<file path="src/rtl/isolde_vlen_decoder.sv">
// Assembles variable-length instructions (1..MAX_WORDS words) from a fetch word stream.
// Define ISOLDE_VLEN_TIMEOUT_EN to abort partial instructions after TIMEOUT_CYCLES idle cycles.
module isolde_vlen_decoder #(
    parameter int unsigned MAX_WORDS      = 5,
    parameter int unsigned WORD_W         = 32,
    parameter int unsigned TIMEOUT_CYCLES = 16,
    localparam int unsigned LW = $clog2(MAX_WORDS + 1),
    localparam int unsigned IW = MAX_WORDS * WORD_W
) (
    input  logic              clk_i,
    input  logic              rst_ni,
    input  logic              flush_i,
    input  logic              in_valid_i,
    input  logic [WORD_W-1:0] in_word_i,
    output logic              in_ready_o,
    output logic              out_valid_o,
    input  logic              out_ready_i,
    output logic [IW-1:0]     out_instr_o,
    output logic [LW-1:0]     out_len_o,
    output logic              illegal_o,
    output logic              timeout_o,
    output logic              busy_o
);

    typedef enum logic [1:0] {
        IDLE     = 2'd0,
        ASSEMBLE = 2'd1,
        HOLD     = 2'd2
    } state_e;

    // An out-of-range configuration keeps the input side closed forever.
    localparam bit CFG_OK = (MAX_WORDS >= 1) && (MAX_WORDS <= 8) &&
                            (WORD_W >= 32) && (TIMEOUT_CYCLES >= 1);

    state_e          state_r, state_s;
    logic [LW-1:0]   cnt_r, cnt_s;
    logic [LW-1:0]   len_r, len_s;
    logic [IW-1:0]   buf_r, buf_s;
    logic            alive_r;

    logic            out_valid_r, out_valid_s;
    logic [IW-1:0]   out_instr_r, out_instr_s;
    logic [LW-1:0]   out_len_r, out_len_s;
    logic            illegal_r, illegal_s;
    logic            timeout_r, timeout_s;

    logic [3:0]      first_len_s;
    logic            first_legal_s;
    logic            first_single_s;
    logic            free_s;
    logic            last_s;
    logic            in_ready_s;
    logic            accept_s;
    logic            tmo_hit_s;
    logic [IW-1:0]   first_buf_s;
    logic [IW-1:0]   merged_s;

    // First-word decode, output-register availability and input handshake.
    always_comb begin
        first_len_s    = 4'd1 + {1'b0, in_word_i[27:25]};
        first_legal_s  = ((in_word_i[6:0] == 7'h0B) || (in_word_i[6:0] == 7'h2B)) &&
                         (first_len_s <= 4'(MAX_WORDS));
        first_single_s = first_legal_s && (first_len_s == 4'd1);
        free_s         = !out_valid_r || out_ready_i;
        last_s         = ((cnt_r + LW'(1)) == len_r);
        // A completing L=1 word cannot be parked, so IDLE stalls it; a multi-word
        // last word is parked in HOLD instead.
        case (state_r)
            IDLE:     in_ready_s = alive_r && !(first_single_s && !free_s);
            ASSEMBLE: in_ready_s = alive_r;
            HOLD:     in_ready_s = 1'b0;
            default:  in_ready_s = 1'b0;
        endcase
        accept_s = in_valid_i && in_ready_s;
    end

    // Candidate buffer contents: a fresh instruction, or the current one plus this word.
    always_comb begin
        first_buf_s                = '0;
        first_buf_s[WORD_W-1:0]    = in_word_i;
        merged_s                   = buf_r;
        for (int k = 0; k < int'(MAX_WORDS); k++) begin
            if (cnt_r == LW'(k)) begin
                merged_s[k*WORD_W +: WORD_W] = in_word_i;
            end else begin
                merged_s[k*WORD_W +: WORD_W] = buf_r[k*WORD_W +: WORD_W];
            end
        end
    end

`ifdef ISOLDE_VLEN_TIMEOUT_EN
    localparam int unsigned TW = $clog2(TIMEOUT_CYCLES + 1);
    logic [TW-1:0] tcnt_r;

    assign tmo_hit_s = (state_r == ASSEMBLE) && !accept_s &&
                       (tcnt_r == TW'(TIMEOUT_CYCLES - 1));

    // Consecutive idle cycles spent in ASSEMBLE.
    always_ff @(posedge clk_i or negedge rst_ni) begin
        if (!rst_ni) begin
            tcnt_r <= '0;
        end else if (flush_i || (state_r != ASSEMBLE) || accept_s || tmo_hit_s) begin
            tcnt_r <= '0;
        end else begin
            tcnt_r <= tcnt_r + TW'(1);
        end
    end
`else
    assign tmo_hit_s = 1'b0;
`endif

    // FSM next state, word counter and assembly buffer.
    always_comb begin
        state_s = state_r;
        cnt_s   = cnt_r;
        len_s   = len_r;
        buf_s   = buf_r;
        if (flush_i) begin
            state_s = IDLE;
            cnt_s   = '0;
        end else begin
            case (state_r)
                IDLE: begin
                    if (accept_s && first_legal_s && !first_single_s) begin
                        state_s = ASSEMBLE;
                        cnt_s   = LW'(1);
                        len_s   = LW'(first_len_s);
                        buf_s   = first_buf_s;
                    end else begin
                        state_s = IDLE;
                    end
                end
                ASSEMBLE: begin
                    if (tmo_hit_s) begin
                        state_s = IDLE;
                        cnt_s   = '0;
                        buf_s   = '0;
                    end else if (accept_s) begin
                        buf_s = merged_s;
                        if (last_s) begin
                            cnt_s   = '0;
                            state_s = free_s ? IDLE : HOLD;
                        end else begin
                            cnt_s = cnt_r + LW'(1);
                        end
                    end else begin
                        state_s = ASSEMBLE;
                    end
                end
                HOLD: begin
                    if (free_s) begin
                        state_s = IDLE;
                    end else begin
                        state_s = HOLD;
                    end
                end
                default: begin
                    state_s = IDLE;
                    cnt_s   = '0;
                end
            endcase
        end
    end

    // Output register load/drain and status pulses.
    always_comb begin
        out_valid_s = out_valid_r;
        out_instr_s = out_instr_r;
        out_len_s   = out_len_r;
        illegal_s   = 1'b0;
        timeout_s   = 1'b0;
        if (flush_i) begin
            out_valid_s = 1'b0;
        end else begin
            if (out_valid_r && out_ready_i) begin
                out_valid_s = 1'b0;
            end else begin
                out_valid_s = out_valid_r;
            end
            case (state_r)
                IDLE: begin
                    if (accept_s && first_single_s) begin
                        out_valid_s = 1'b1;
                        out_instr_s = first_buf_s;
                        out_len_s   = LW'(1);
                    end else if (accept_s && !first_legal_s) begin
                        illegal_s = 1'b1;
                    end else begin
                        illegal_s = 1'b0;
                    end
                end
                ASSEMBLE: begin
                    if (accept_s && last_s && free_s) begin
                        out_valid_s = 1'b1;
                        out_instr_s = merged_s;
                        out_len_s   = len_r;
                    end else begin
                        out_valid_s = out_valid_s;
                    end
                    timeout_s = tmo_hit_s;
                end
                HOLD: begin
                    if (free_s) begin
                        out_valid_s = 1'b1;
                        out_instr_s = buf_r;
                        out_len_s   = len_r;
                    end else begin
                        out_valid_s = out_valid_s;
                    end
                end
                default: begin
                    out_valid_s = 1'b0;
                end
            endcase
        end
    end

    // FSM state register.
    always_ff @(posedge clk_i or negedge rst_ni) begin
        if (!rst_ni) begin
            state_r <= IDLE;
            cnt_r   <= '0;
            len_r   <= '0;
            buf_r   <= '0;
        end else begin
            state_r <= state_s;
            cnt_r   <= cnt_s;
            len_r   <= len_s;
            buf_r   <= buf_s;
        end
    end

    // Registered outputs.
    always_ff @(posedge clk_i or negedge rst_ni) begin
        if (!rst_ni) begin
            out_valid_r <= 1'b0;
            out_instr_r <= '0;
            out_len_r   <= '0;
            illegal_r   <= 1'b0;
            timeout_r   <= 1'b0;
        end else begin
            out_valid_r <= out_valid_s;
            out_instr_r <= out_instr_s;
            out_len_r   <= out_len_s;
            illegal_r   <= illegal_s;
            timeout_r   <= timeout_s;
        end
    end

    // Opens the input one cycle after reset release.
    always_ff @(posedge clk_i or negedge rst_ni) begin
        if (!rst_ni) begin
            alive_r <= 1'b0;
        end else begin
            alive_r <= CFG_OK;
        end
    end

    assign in_ready_o  = in_ready_s;
    assign out_valid_o = out_valid_r;
    assign out_instr_o = out_instr_r;
    assign out_len_o   = out_len_r;
    assign illegal_o   = illegal_r;
    assign timeout_o   = timeout_r;
    assign busy_o      = (state_r != IDLE) || out_valid_r;

endmodule
</file>
<file path="config.mk">
export PLATFORM = sky130hd
export DESIGN_NAME = isolde_vlen_decoder
export DESIGN_NICKNAME = d
export VERILOG_FILES = /design/src/rtl/isolde_vlen_decoder.sv
export SDC_FILE = /design/constraint.sdc
export NUM_CORES = 1
export LEC_CHECK = 0
export ABC_AREA = 1
export BUFFER_PORTS_ARGS = -buffer_cell sky130_fd_sc_hd__buf_2
export CORE_UTILIZATION = 53
export CTS_CLUSTER_DIAMETER = 40
export CTS_CLUSTER_SIZE = 25
export DETAILED_ROUTE_END_ITERATION = 6
export GPL_ROUTABILITY_DRIVEN = 0
export PLACE_DENSITY = 0.76
export SLEW_MARGIN = 20
export SYNTH_ARGS = -nofsm -noshare
export SYNTH_HDL_FRONTEND = slang
export SYNTH_SLANG_ARGS = --single-unit
</file>
<file path="constraint.sdc">
create_clock -name clk_i -period 2.1 [get_ports clk_i]
set_input_delay 0.315 -clock clk_i [delete_from_list [all_inputs] [get_ports clk_i]]
set_output_delay 0.315 -clock clk_i [all_outputs]
set_load 0.005 [all_outputs]
</file>
==> results.cfg <==
[status]
status = finished with violations
failed_checks = negative setup slack

[synth]
ys_seq_area_frac = 0.4809
muxShareOfSynthArea = 0
synthCells = 2212
ys_seq_elements = 334
synth-edff-count = 0
syn_nets = 2260
synth_area_per_cell_um2 = 7.857
synthArstFlopShare = 1.000
yosys.area.top_type = dfrtp_1
synthTopCellsByArea = dfrtp_1 48%, nand2_1 17%, a21oi_1 6.5%, nand4_1 5.9%, o211ai_1 3.9%
ys.flop_type = dfrtp_1
synthesis.area_mm2 = 0.01738
yosys.area_share.simple = 0.2463
ys_types = 33
synthAdderAreaFrac = 0.007919
synth_compound_area_frac = 0.1898
synthDominantCellAreaShare = 0.4809
ys_warn_count = 0
synth_xor_xnor_area_share = 0.001008
synth_top_family_by_area = simple AND/OR/NAND/NOR gates

[power]
peakVddDrop_mv = 0.5208
power_density_mw_per_mm2 = 705.6
leakagePower_nw = 10.43

[setup_path]
timing.rr.end = out_instr_o[4]
worstSetupPathType = reg -> reg
rrSetupSlack_ps = -280
required_ps = 2520
cp_max_fo = 77
worstSetupStartpointType = flop
crit_chain = ha_2 -> ha_4 -> nand2_2 -> inv_2 -> nor2_4 -> nand3_2 -> nor2_2 -> nand4_1 -> nand2_4 -> nand3_4 -> buf_12 -> nand2_1 -> nand2_1
crit_top_cell = nand2_1
critPathSlowestCell = dfrtp_1
crit_path_end_kind = flop
worstPathArrival_ps = 2800
cp_slowest_stage_delay_ps = 410
timing.rr.start = cnt_r[0]
rr_worst_depth = 13

[clock_network]
clk_pin_slew_ps = 60
clock_latency_ps = 550
cts_tree = built
clock_path_buffers = 3
numCtsBuffers = 45
root_buffer = clkbuf_16
htree_levels = 2
cts_sinks = 334

[floorplanning]
coreArea_mm2 = 0.03188
rows = 65
die_w_um = 183.1
io_pins = 205
dieHeight_um = 183.1
die_area_mm2 = 0.03352
start_util = 0.5452

[finish]
fill_cells = 2535
final_cells = 2863
mostFrequentLayoutCells = 738 x nand2_1, 334 x dfrtp_1, 226 x a21oi_1
drive_gt1_frac = 0.2004
final_area_mm2 = 0.02163
final_common_cell = nand2_1
nets = 2439
fin_util = 0.6786
area_delta_synth_final_pct = 24.48

[sta]
fin_crit_ps = 2382
worst_slack_ps = -282.3
rsz0062_at_grt = true
fmax_mhz = 419.8
period_share = 1.134
setup_viol = 163
finalHoldViolations = 0
slew_headroom = 0.5372
maxSlewViolCount = 0
tightest_slew_ps = 693.5
fin_skew_ps = 22.46
tns_ps = -31930

[route]
drt-total-wl_um = 59480
routedWlPerCell_um = 20.78
drt_iter0_markers = 2463
dr.pass1.iters = 6
num_vias = 17739
via_per_inst = 6.196
drc_errors = 0
drtAntennaViolNets = 0

[global_route]
gr-usage-all-layers = 0.3317
antenna_found_initial = 4
grt_pass1_wl_um = 87510
grt_overflow = 0
grt_pass1_vias = 16041
grt_max_degree = 92

[placed_design]
placed_cell_area_mm2 = 0.01927
hpwl_um = 34380
place_ws_ps = -165.0
placedCellCount = 2747
portBuffers = 203

[hold_path]
hold_start = in_word_i[25]
hold_end = len_r[0]
hp-class = in -> reg
hold_path_depth = 2

[job]
maxCapViolations = 0
worst max path at each step:
stage	from	endpoint	slack, ps	cells after the start
global placement	cnt_r[0]	out_len_o[0]	-140	13
CTS	cnt_r[0]	out_instr_o[4]	-210	13
floorplan	cnt_r[0]	out_instr_o[100]	30	15
finish	cnt_r[0]	out_instr_o[4]	-280	13
global route	cnt_r[0]	out_instr_o[100]	-390	14
detailed placement	in_word_i[25]	out_instr_o[148]	-160	13
per-stage QoR:
stage	total power [mW]	hold WS, ps
after global placement	7.440	271.3
after global routing	15.64	19.31
after detailed placement	7.458	274.0
after floorplan	6.984	19.41
final	15.26	22.76
after CTS	15.23	18.03
synthesized netlist by cell type, drive strengths merged, types with 2 or more instances:
cell / number
nand2: 780
dfrtp: 334
o21ai: 235
a21oi: 226
nand4: 164
clkbuf: 103
buf: 100
o211ai: 91
inv: 58
nand3: 42
a22oi: 32
nor2: 16
ha: 11
nor3: 5
o21a: 5
clkinv: 2
conb: 2
where the power goes:
part	switching (mW)	internal, mW
clock network	3.28	4.60
registers	0.0501	6.50
logic	0.620	0.220
total	3.95	11.3
kinds of logic (layout without fill, tap and decap cells):
kind of cell,count (synthesis),in the layout
compound gates,592,592
xor+xnor,2,2
fa+ha+maj,11,11
buf+inv,263,476
flops,334,334
other cells,2,5
simple gates,1008,1008
flip-flops by register name (all words and copies together) (netlist names):
| register | count |
|---|---|
| state_r | 2 |
| alive_r | 1 |
| len_r | 3 |
| illegal_o | 1 |
| cnt_r | 3 |
| out_valid_o | 1 |
| out_instr_o | 160 |
| out_len_o | 3 |
| buf_r | 160 |
repair_timing:
action                     CTS  global route
pin swaps                   56            32
gates resized for setup      7            74
gates cloned                 1            20
buffers inserted             6             4
hold endpoints to repair    42             0
setup endpoints to repair  163           219
hold buffers                 1             0
worst max-delay path, delay by kind of cell, from the launching register on:
kind                     cells  cell delay [ps]
adder cells (fa/ha/maj)      2              470
buffers and inverters        2              270
flip-flops                   1              410
AND/OR/NAND/NOR              9             1000
layer usage:
layer  GRT usage  routed length (um)  vias to the layer above
li1            -                   -                     8000
met4      0.1567                3073                        2
met5           0                  13                        -
met3     0.07228                6815                      206
met1      0.4602               23390                     8432
met2      0.4952               26190                     1099
area by class of cell:
cell class / count / area [um2] / share of cell area
Sequential cell: 334 / 8358 / 0.3863
Multi-Input combinational cell: 1615 / 8019 / 0.3707
Timing Repair Buffer: 335 / 2915 / 0.1348
Clock buffer: 51 / 1231 / 0.05691
Tap cell: 435 / 544.3 / 0.02516
Clock inverter: 30 / 326.6 / 0.01509
Inverter: 60 / 232.7 / 0.01076
Antenna cell: 3 / 7.507 / 0.0003470
Power figures use the tool's default switching activity.
